**src/rtl/vga_sync_generator.sv**
```systemverilog
// Free-running 800x600@72 VGA timing generator: registered sync, coordinates and visible flag.
// Optional macro VGA_SYNC_FRAME_COUNT_EN adds a 16-bit completed-frame counter output.
module vga_sync_generator #(
    parameter int HOR_VISIBLE = 800,
    parameter int HOR_FRONT   = 56,
    parameter int HOR_SYNC    = 120,
    parameter int HOR_BACK    = 64,
    parameter int VER_VISIBLE = 600,
    parameter int VER_FRONT   = 37,
    parameter int VER_SYNC    = 6,
    parameter int VER_BACK    = 23,
    parameter bit HSYNC_POL   = 1'b1,
    parameter bit VSYNC_POL   = 1'b1
) (
    input  logic        clock,
    input  logic        reset,
    input  logic        enable,
    output logic        hsync,
    output logic        vsync,
    output logic [11:0] display_col,
    output logic [10:0] display_row,
    output logic        visible,
    output logic        line_start,
    output logic        frame_start
`ifdef VGA_SYNC_FRAME_COUNT_EN
    ,
    output logic [15:0] frame_count
`endif
);

    localparam int HOR_TOTAL = HOR_VISIBLE + HOR_FRONT + HOR_SYNC + HOR_BACK;
    localparam int VER_TOTAL = VER_VISIBLE + VER_FRONT + VER_SYNC + VER_BACK;

    localparam logic [11:0] H_LAST     = 12'(HOR_TOTAL - 1);
    localparam logic [11:0] H_VIS      = 12'(HOR_VISIBLE);
    localparam logic [11:0] HS_START   = 12'(HOR_VISIBLE + HOR_FRONT);
    localparam logic [11:0] HS_END     = 12'(HOR_VISIBLE + HOR_FRONT + HOR_SYNC);
    localparam logic [10:0] V_LAST     = 11'(VER_TOTAL - 1);
    localparam logic [10:0] V_VIS      = 11'(VER_VISIBLE);
    localparam logic [10:0] VS_START   = 11'(VER_VISIBLE + VER_FRONT);
    localparam logic [10:0] VS_END     = 11'(VER_VISIBLE + VER_FRONT + VER_SYNC);

    logic [11:0] h_cnt, h_next;
    logic [10:0] v_cnt, v_next;
    logic        h_wrap;
    logic        in_hsync, in_vsync;

    always_comb begin
        h_wrap   = (h_cnt == H_LAST);
        h_next   = h_wrap ? 12'd0 : h_cnt + 12'd1;
        v_next   = v_cnt;
        if (h_wrap) begin
            v_next = (v_cnt == V_LAST) ? 11'd0 : v_cnt + 11'd1;
        end
        in_hsync = (h_cnt >= HS_START) && (h_cnt < HS_END);
        in_vsync = (v_cnt >= VS_START) && (v_cnt < VS_END);
    end

    // Outputs decode the pre-update counters, so everything lands on the same edge.
    always_ff @(posedge clock) begin
        if (!reset) begin
            h_cnt       <= 12'd0;
            v_cnt       <= 11'd0;
            display_col <= 12'd0;
            display_row <= 11'd0;
            visible     <= 1'b0;
            line_start  <= 1'b0;
            frame_start <= 1'b0;
            hsync       <= !HSYNC_POL;
            vsync       <= !VSYNC_POL;
        end else if (enable) begin
            h_cnt       <= h_next;
            v_cnt       <= v_next;
            display_col <= h_cnt;
            display_row <= v_cnt;
            visible     <= (h_cnt < H_VIS) && (v_cnt < V_VIS);
            line_start  <= (h_cnt == 12'd0);
            frame_start <= (h_cnt == 12'd0) && (v_cnt == 11'd0);
            hsync       <= in_hsync ? HSYNC_POL : !HSYNC_POL;
            vsync       <= in_vsync ? VSYNC_POL : !VSYNC_POL;
        end
    end

`ifdef VGA_SYNC_FRAME_COUNT_EN
    // Counts on the edge where the counters roll over from the last pixel of the frame.
    always_ff @(posedge clock) begin
        if (!reset) begin
            frame_count <= 16'd0;
        end else if (enable && h_wrap && (v_cnt == V_LAST)) begin
            frame_count <= frame_count + 16'd1;
        end
    end
`endif

endmodule

```
**config.mk**
```make
export PLATFORM = sky130hd
export DESIGN_NAME = vga_sync_generator
export DESIGN_NICKNAME = d
export VERILOG_FILES = /design/src/rtl/vga_sync_generator.sv
export SDC_FILE = /design/constraint.sdc
export NUM_CORES = 1
export LEC_CHECK = 0
export BUFFER_PORTS_ARGS = -buffer_cell sky130_fd_sc_hd__buf_2
export CAP_MARGIN = 20
export CORE_ASPECT_RATIO = 0.75
export CORE_MARGIN = 5
export CORE_UTILIZATION = 54
export DETAILED_ROUTE_END_ITERATION = 7
export PLACE_DENSITY_LB_ADDON = 0.1
export SETUP_SLACK_MARGIN = 0.15
export SLEW_MARGIN = 10
export SYNTH_ARGS = -nofsm -noshare
export SYNTH_HDL_FRONTEND = slang
export SYNTH_SLANG_ARGS = --single-unit
```
**constraint.sdc**
```tcl
create_clock -name clock -period 6.54 [get_ports clock]
set_input_delay 1.308 -clock clock [delete_from_list [all_inputs] [get_ports clock]]
set_output_delay 1.308 -clock clock [all_outputs]
set_load 0.005 [all_outputs]
```
==> results.toml <==
[outcome]
status = "finished clean"

[synth]
ys_types = 42
ys_ff_latch = 51
ys_async_sr_fraction = 0
syn_avg_cell_area_um2 = 9.04
synth_edf_count = 0
synth_top_area_share = 0.425
syn-num-nets = 274
synth_seq_area_share = 0.425
synthTopCellsByArea = "dfxtp_1, mux2i_1, nor2b_1"
synthCells = 266
synth_flop_cell = "dfxtp_1"
synth_area_um2 = 2400
synth_top_area_cell = "dfxtp_1"
synth_warnings = 0

[floorplanning]
initial_utilization = 0.548
die_area_um2 = 5900
ios = 31
core-area_um2 = 4390
die_x_um = 87.1
die_height_um = 67.8
num_rows = 21

[sta]
fmax_mhz = 297
setup_viol = 0
finalHoldViolCount = 0
max_slew.worst_pin.slew_ns = 0.923
setup_slack_ns = 3.18
whs_ns = 0.457
rsz0062_at_grt = "no"
finalCritPeriodShare = 0.514
finalSetupTns_ns = 0
post-route-min-period_ns = 3.36
slew_viol_final = 0
relSlewSlack = 0.384
fin_skew_ns = 0.00888

[drt]
via_per_inst = 5.65
drt_iter0_drc = 137
drtAntennaViolNets = 0
dr_total_vias = 1922
drc = 0
routed_wl_mm = 4.88
wire_per_inst_um = 14.4
dr.pass1.iters = 5

[hold_path]
worst_hold_startpoint = "vsync$_SDFFE_PN0P_"
hold_class = "reg2reg"

[clock_network]
cts_resized = 0
clk_pin_slew_ns = 0.09
root_buffer = "clkbuf_8"
worstSkewPairLatency_ns = 0.30
clockBufferDepth = 2
cts_tree = "yes"
numClockSinks = 51
cts_buffers = 5
h-tree-depth = 2
post_cts_buffers = 0
hold_buffers = 0

[placed_design]
gp_congestion = 0.813
numPortBuffers = 30
dp_slack_ns = 2.88
dp_hpwl_mm = 3.36

[final_layout]
syn2layout_area_growth_pct = 8.95
layout_common_cells = "dfxtp_1, buf_2, nor2b_1, mux2i_1"
insertedDiodeCount = 0
drive_above_1_share = 0.152
final_common_cell = "dfxtp_1"
final_nets = 290

[pwr]
p_comb_frac = 0.051
powerDensity_nw_per_um2 = 198
p_int_uw = 400
p_sw_uw = 119
clkPwrFrac = 0.341
max-vdd-ir-drop_v = 0.000130
p_seq_frac = 0.608
swShare = 0.229
cellLeakagePower_nw = 1.01

[setup_path]
worstPathCellList = "buf_2 -> nand2_1 -> or4_4 -> o21ai_1 -> a21oi_1"
critPathArrivalTime_ns = 3.52
startpoint_type = "input port"
reg2reg_slack_ns = 4.14
cp_top_family = "simple AND/OR/NAND/NOR gates"
r2r-start = "h_cnt[5]$_SDFFE_PN0P_"
startpoint = "enable"
critical_path_class = "in2reg"
critPathBufInv = 1
end_kind = "flip-flop"
slowest_delay_ns = 0.69
cp.required_ns = 6.69
cp_max_fo = 39
crit_path_top_delay_cell = "buf_2"

[grt]
grt_pass1_vias = 1667
grt_max_degree = 40
grt_overflow = 0
antenna_found_initial = 0
grt_pass1_wl_mm = 8.18
grt.total_usage = 0.177

[job]
maxCapViolCount = 0
-- final timing paths --
| path | to | cells past startpoint |
|---|---|---|
| hold / removal | vsync$_SDFFE_PN0P_ | 2 |
| hold reg to reg | vsync$_SDFFE_PN0P_ | 2 |
| setup reg to reg | v_cnt[5]$_SDFFE_PN0P_ | 4 |
| setup / recovery | v_cnt[5]$_SDFFE_PN0P_ | 5 |
-- metal layers --
metal  global-route usage  vias to the layer above  routed length [um]
met5                    0                        -                   0
met3               0.0402                        5                 284
li1                     -                      977                   -
met1                0.290                      887                2760
met2                0.225                       53                1820
met4               0.0350                        0                  25
-- cell type report --
cell class | count | area (um2)
Fill cell | 405 | 1770
Multi-Input combinational cell | 183 | 1250
Sequential cell | 51 | 1020
Timing Repair Buffer | 31 | 158
Clock buffer | 6 | 72.6
Tap cell | 57 | 71.3
Inverter | 10 | 37.5
Clock inverter | 2 | 12.5
-- power groups by stage --
stage,sequential [mW],combinational [mW],clock (mW)
floorplan,0.322,0.0199,0
global placement,0.323,0.0266,0
CTS,0.315,0.0268,0.182
detailed placement,0.323,0.0267,0
global route,0.316,0.0301,0.197
finish,0.315,0.0267,0.177
-- cells by family after synthesis --
| kind of cell | after synthesis | synth area share |
|---|---|---|
| compound gates | 40 | 0.104 |
| xor+xnor | 9 | 0.0328 |
| fa+ha+maj | 5 | 0.0260 |
| buf+inv | 32 | 0.0567 |
| flops | 51 | 0.425 |
| mux | 23 | 0.0957 |
| simple gates | 106 | 0.261 |
-- stage by stage --
step	utilization	instance area [um2]	power, mW	instances
after floorplan	-	2400	0.342	266
after global placement	0.578	2530	0.349	332
after detailed placement	0.578	2530	0.349	332
after CTS	0.597	2620	0.524	340
after global routing	0.597	2620	0.543	340
final	0.597	2620	0.519	340
-- flip-flops by register name (all words and copies together) (netlist names) --
register and flops:
frame_start 1, display_col 12, hsync 1, display_row 11, visible 1, vsync 1
v_cnt 11, h_cnt 12, line_start 1
-- cells in the mapped netlist, drive strengths merged (3+ instances only) --
library cell  number
a21boi             3
a21oi             11
and2               3
buf                3
clkbuf            19
dfxtp             51
ha                 5
inv               10
mux2i             23
nand2              8
nand2b             4
nand3             10
nand4              9
nor2              12
nor2b             25
nor3               5
nor4               5
o21ai             13
or3               10
or4                8
xnor2              7
-- worst register-to-register path, stage by stage (launching register included) --
cell     delay [ns]
dfxtp_1        0.41
or4_4          0.59
or4_4          0.60
o21ai_1        0.56
a21oi_1        0.09
No activity file was read; power rests on OpenSTA's default activity.
